==> config.mk <==
export PLATFORM = sky130hd
export DESIGN_NAME = rr_arbiter_4
export DESIGN_NICKNAME = d
export VERILOG_FILES = /design/src/rtl/arb_pkg.sv /design/src/rtl/rr_pick_4.sv /design/src/rtl/rr_arbiter_4.sv
export SDC_FILE = /design/constraint.sdc
export NUM_CORES = 1
export LEC_CHECK = 0
export CORE_ASPECT_RATIO = 1.1
export CORE_UTILIZATION = 45
export DETAILED_ROUTE_END_ITERATION = 7
export PLACE_DENSITY = 0.68
export RECOVER_POWER = 50
export SETUP_SLACK_MARGIN = 0.2
export SLEW_MARGIN = 30
export SYNTH_ARGS = -nofsm -noshare
export SYNTH_HDL_FRONTEND = slang
export SYNTH_SLANG_ARGS = --single-unit
==> constraint.sdc <==
create_clock -name clk -period 3.6 [get_ports clk]
set_input_delay 0.54 -clock clk [delete_from_list [all_inputs] [get_ports clk]]
set_output_delay 0.54 -clock clk [all_outputs]
set_load 0.01 [all_outputs]
==> src/rtl/arb_pkg.sv <==
// Shared types and constants for the 4-input arbiter.
// Used by rr_pick_4 and rr_arbiter_4.
package arb_pkg;

    localparam int N_REQ  = 4;
    localparam int IDX_W  = 2;
    localparam int HOLD_W = 8;

    typedef enum logic {
        IDLE  = 1'b0,
        GRANT = 1'b1
    } arb_state_t;

    function automatic logic [N_REQ-1:0] idx_to_onehot(input logic [IDX_W-1:0] idx);
        logic [N_REQ-1:0] one;
        one = {{(N_REQ-1){1'b0}}, 1'b1};
        return one << idx;
    endfunction

endpackage

==> src/rtl/rr_pick_4.sv <==
// Combinational winner selection: a masked priority encoder that searches req from ptr upward.
// Defining ARB_FIXED_PRIO_EN selects fixed priority instead (req[3] highest, ptr ignored).
module rr_pick_4
    import arb_pkg::*;
(
    input  logic [N_REQ-1:0] req,
    input  logic [IDX_W-1:0] ptr,
    output logic [IDX_W-1:0] win_idx,
    output logic             win_valid
);

`ifdef ARB_FIXED_PRIO_EN
    logic unused_ptr;
    assign unused_ptr = ^ptr;

    // Later iterations overwrite earlier ones, so the highest set index wins.
    always_comb begin
        win_idx   = '0;
        win_valid = (req != '0);
        for (int i = 0; i < N_REQ; i++) begin
            if (req[i]) begin
                win_idx = IDX_W'(i);
            end
        end
    end
`else
    logic [IDX_W-1:0] cand;
    logic             found;

    // cand wraps naturally mod 4 because it is only IDX_W bits wide.
    always_comb begin
        win_idx   = '0;
        win_valid = (req != '0);
        cand      = '0;
        found     = 1'b0;
        for (int i = 0; i < N_REQ; i++) begin
            cand = ptr + IDX_W'(i);
            if (!found && req[cand]) begin
                win_idx = cand;
                found   = 1'b1;
            end
        end
    end
`endif

endmodule

==> src/rtl/rr_arbiter_4.sv <==
// Round-robin arbiter for four requesters with a bounded hold time per grant.
// Build option ARB_FIXED_PRIO_EN switches the winner selection in rr_pick_4 to fixed priority.
module rr_arbiter_4
    import arb_pkg::*;
#(
    parameter int MAX_HOLD = 8
)
(
    input  logic             clk,
    input  logic             rst,
    input  logic             en,
    input  logic [N_REQ-1:0] req,
    input  logic             done,
    output logic [N_REQ-1:0] gnt,
    output logic [IDX_W-1:0] gnt_idx,
    output logic             gnt_valid,
    output logic             busy,
    output logic             dbg_state
);

    // Handshake: a requester holds req[i] high until served; gnt appears one cycle after
    // the request is sampled in IDLE and stays until req[gnt_idx] falls, done pulses, en
    // drops or the hold limit is reached. Every grant is followed by at least one idle cycle.

    localparam logic [HOLD_W-1:0] HOLD_LAST = HOLD_W'(MAX_HOLD - 1);

    arb_state_t       state_q, state_n;
    logic [IDX_W-1:0] ptr_q, ptr_n;
    logic [IDX_W-1:0] idx_q, idx_n;
    logic [HOLD_W-1:0] hold_q, hold_n;

    logic [IDX_W-1:0] win_idx;
    logic             win_valid;
    logic             grant_start;
    logic             release_grant;

    rr_pick_4 u_pick (
        .req       (req),
        .ptr       (ptr_q),
        .win_idx   (win_idx),
        .win_valid (win_valid)
    );

    assign grant_start   = en && win_valid;
    assign release_grant = !req[idx_q] || done || (hold_q == HOLD_LAST) || !en;

    always_ff @(posedge clk) begin
        if (rst) begin
            state_q <= IDLE;
        end else begin
            state_q <= state_n;
        end
    end

    always_comb begin
        state_n = state_q;
        case (state_q)
            IDLE:    if (grant_start)   state_n = GRANT;
            GRANT:   if (release_grant) state_n = IDLE;
            default: state_n = IDLE;
        endcase
    end

    always_ff @(posedge clk) begin
        if (rst) begin
            ptr_q  <= '0;
            idx_q  <= '0;
            hold_q <= '0;
        end else begin
            ptr_q  <= ptr_n;
            idx_q  <= idx_n;
            hold_q <= hold_n;
        end
    end

    // gnt_idx is deliberately left untouched on release so the datapath select stays stable.
    always_comb begin
        ptr_n  = ptr_q;
        idx_n  = idx_q;
        hold_n = hold_q;
        case (state_q)
            IDLE: begin
                if (grant_start) begin
                    idx_n  = win_idx;
                    hold_n = '0;
                end
            end
            GRANT: begin
                if (release_grant) begin
                    ptr_n  = idx_q + IDX_W'(1);
                    hold_n = '0;
                end else begin
                    hold_n = hold_q + HOLD_W'(1);
                end
            end
            default: begin
                ptr_n  = '0;
                idx_n  = '0;
                hold_n = '0;
            end
        endcase
    end

    always_comb begin
        gnt_valid = (state_q == GRANT);
        busy      = gnt_valid;
        gnt       = gnt_valid ? idx_to_onehot(idx_q) : '0;
        gnt_idx   = idx_q;
        dbg_state = state_q;
    end

    a_gnt_onehot0: assert property (@(posedge clk) disable iff (rst) $onehot0(gnt));
    a_hold_bound:  assert property (@(posedge clk) disable iff (rst)
                                    (state_q == GRANT) |-> (hold_q < HOLD_W'(MAX_HOLD)));

endmodule

==> summary.txt <==
Placement
  – GPL Wtd Cong: between 0.8 and 0.9
  – Port-buffer cells: 16
  – DPL Wire Length: 1.28 mm

Worst hold path
  – Worst hold path cell count: 1
  – Min-delay src: hold_q[7]
  – Hold Crit Class: flop to flop

Detailed routing
  – Initial DRT Pass Iterations: 6
  – Iter 0 DRT Violations: 9
  – Routed vias: 753
  – DRT antenna net count: 0
  – DRC viols: 2
  – WL/cell: 13.3 um
  – Via density: just under 6
  – Final wirelength: roughly 1.7 mm

Pwr
  – Leakage power total: about 0.37 nW
  – Pwr per Cell Area: a little under 300 nW/um^2
  – Max IR drop VDD: ~0.2 mV
  – Power Total: between 300 and 400 uW

Worst setup path
  – CP startpoint kind: flop
  – Crit path DAT: roughly 1.7 ns
  – WP data required: 3.06 ns
  – CP startpoint: gnt_idx[1]
  – Crit-path max FO: 8
  – Critical path type: flop to output pin
  – Worst R2R Path Depth: 6
  – Element type at the critical path end: output pin
  – FF-to-FF Start: hold_q[0]

Clock tree
  – Bufs on Longest Clock Path: 2
  – Clock root buffer: clkbuf_4
  – Post-CTS Resized: 0
  – Num CTS Buffers: 3
  – Worst-skew pair later-pin latency: about 0.28 ns
  – Sink Count: 13
  – Postcts setup bufs: 0
  – CTS tree: built
  – # H-tree levels: 1
  – Post-CTS Hold Buffers: 0
  – Worst-path clk slew: 0.08 ns

Synthesis
  – Yosys cell types: 40
  – Asr flop ratio synth: 0%
  – Post-synth top flop: dfxtp_1
  – Register bit total from synthesis: 13
  – Synth area leaders: dfxtp_1, ha_1, a21oi_1
  – Post-synthesis cell area: 856 um^2
  – Register area share after synthesis: 30.4%
  – Post-synth EDFFs: 0
  – Area share of the largest cell type after synthesis: 30.4%
  – Average cell area after synthesis: 9.10 um^2
  – Cell count after synthesis: 94
  – Top cells by count, synth: dfxtp_1, a21oi_1, a31oi_1
  – Cell with the most instances after synthesis: dfxtp_1
  – Synth Warn #: 0
  – Yosys top cell by area: dfxtp_1
  – Mapped Nets: approximately 110

Timing
  – Crit path time final: about 2.3 ns
  – TNS Setup: 0 ns
  – Max Transition Viols Final: 0
  – Setup Skew: 0.00193 ns
  – Final setup violation count: 0
  – Fin. Hold Viols: 0
  – Slew headroom: 62.2%
  – Tcrit/Tclk final: a little under two thirds
  – Worst-margin pin slew: approximately 0.56 ns
  – Max Clk Rate: between 0.4 and 0.5 GHz
  – RSZ-0062 raised after global routing: no

Global routing
  – First-pass GRT wire length: between 2 and 3 mm
  – Number of global-route vias before repair: between 600 and 700
  – Gr ovfl total: 0
  – Total GRT Usage: roughly a fifth
  – Initial antenna violation count: 0
  – Largest net degree at the start of global routing: 14

Layout
  – Multi-input gate area: 547 um^2
  – Fill cell count: around 170
  – P&R area growth vs syn: 20.9%
  – Final #Nets: 125
  – Sequential cell area: 260 um^2
  – Share of cells above drive strength 1: 8.11%
  – Antenna cells: 0

Floorplan
  – I/O Pins: 17
  – Die Width: ~44 um
  – FP Rows: 16
  – Die height: between 40 and 50 um
  – Overall die area: ~2100 um^2
  – Initial Util: 48.0%
  – Core Box Area: about 1800 um^2

Status
  – Failing checks: DRC
  – Status: finished with violations

Run
  – Max cap viols: 0
-- path summary, 6_finish.rpt --
kind               end  slack (ns)
max             gnt[1]        1.32
max reg2reg   ptr_q[0]        1.50
min          hold_q[7]        0.48
min reg2reg  hold_q[7]        0.48
-- area by class of cell --
type                    count  share of cell area [%]
clock buffers               4                    2.54
multi-input cells          73                    52.8
repair buffers             17                    15.8
well taps                  18                    2.18
inverters                   4                    1.45
flip-flops and latches     13                    25.2
-- worst max-delay path, cell delays in order (launching register included) --
cell and delay (ns):
dfxtp_1 0.52, inv_1 0.14, ha_1 0.19, and2_1 0.14, clkdlybuf4s50_1 0.47
-- report_power, final --
| group | total [mW] | internal, mW | leakage [nW] | switching (mW) |
|---|---|---|---|---|
| Clock | 0.0926 | 0.0430 | 0.0150 | 0.0496 |
| Combinational | 0.0595 | 0.0290 | 0.250 | 0.0306 |
| Sequential | 0.155 | 0.148 | 0.105 | 0.00699 |
| Total | 0.307 | 0.220 | 0.370 | 0.0872 |
-- logic make-up (layout without fill, tap and decap cells) --
logic type / count (synthesis) / in the layout / synth area share [%]
multiplexers: 5 / 5 / 5.99
XOR/XNOR: 2 / 2 / 2.05
AND/OR/NAND/NOR: 32 / 32 / 23.5
flip-flops: 13 / 13 / 30.4
AO/OA/AOI/OAI: 29 / 29 / 25.9
buffers and inverters: 8 / 25 / 4.82
adder cells (fa/ha/maj): 5 / 5 / 7.31
-- flip-flops by register name (all words and copies together), names as in the netlist --
signal / flops
hold_q: 8
gnt_idx: 2
ptr_q: 2
busy: 1
-- per-layer routing --
layer	track usage, %	up-vias	share of wire (%)
li1	-	386	-
met3	6.04	2	3.5
met4	8.75	0	0.52
met2	27.5	17	44
met1	27.0	348	52
met5	0	-	0
-- stage by stage --
step / util [%] / std cells / worst slack, ns / hold slack, ns / cell area, um^2
after floorplan: - / 94 / 1.89 / 0.439 / 856
after global placement: 57.2 / 125 / 1.28 / 0.456 / 1020
after detailed placement: 57.2 / 125 / 1.25 / 0.467 / 1020
after CTS: 58.7 / 129 / 1.30 / 0.487 / 1050
after global routing: 58.1 / 129 / 1.16 / 0.509 / 1030
final: 58.1 / 129 / 1.32 / 0.483 / 1030
-- cells in the final DEF (no fill, tap or decap), types with 2 or more instances in the layout --
cell type        netlist  layout
ha_1                   5       5
and2_1                 4       4
inv_1                  4       4
dfxtp_1               13      13
nand2_1                3       3
nand3b_1               5       5
a31oi_1                6       6
mux2i_1                4       4
dlygate4sd3_1          0       6
clkdlybuf4s50_1        0      10
nand2b_1               3       3
a21oi_1                8       8
o2bb2ai_1              2       2
clkbuf_4               0       3
nor2_1                 5       5
clkbuf_1               1       2
o21ai_0                2       2
a32oi_1                2       2
(Power assumes the default switching activity.)
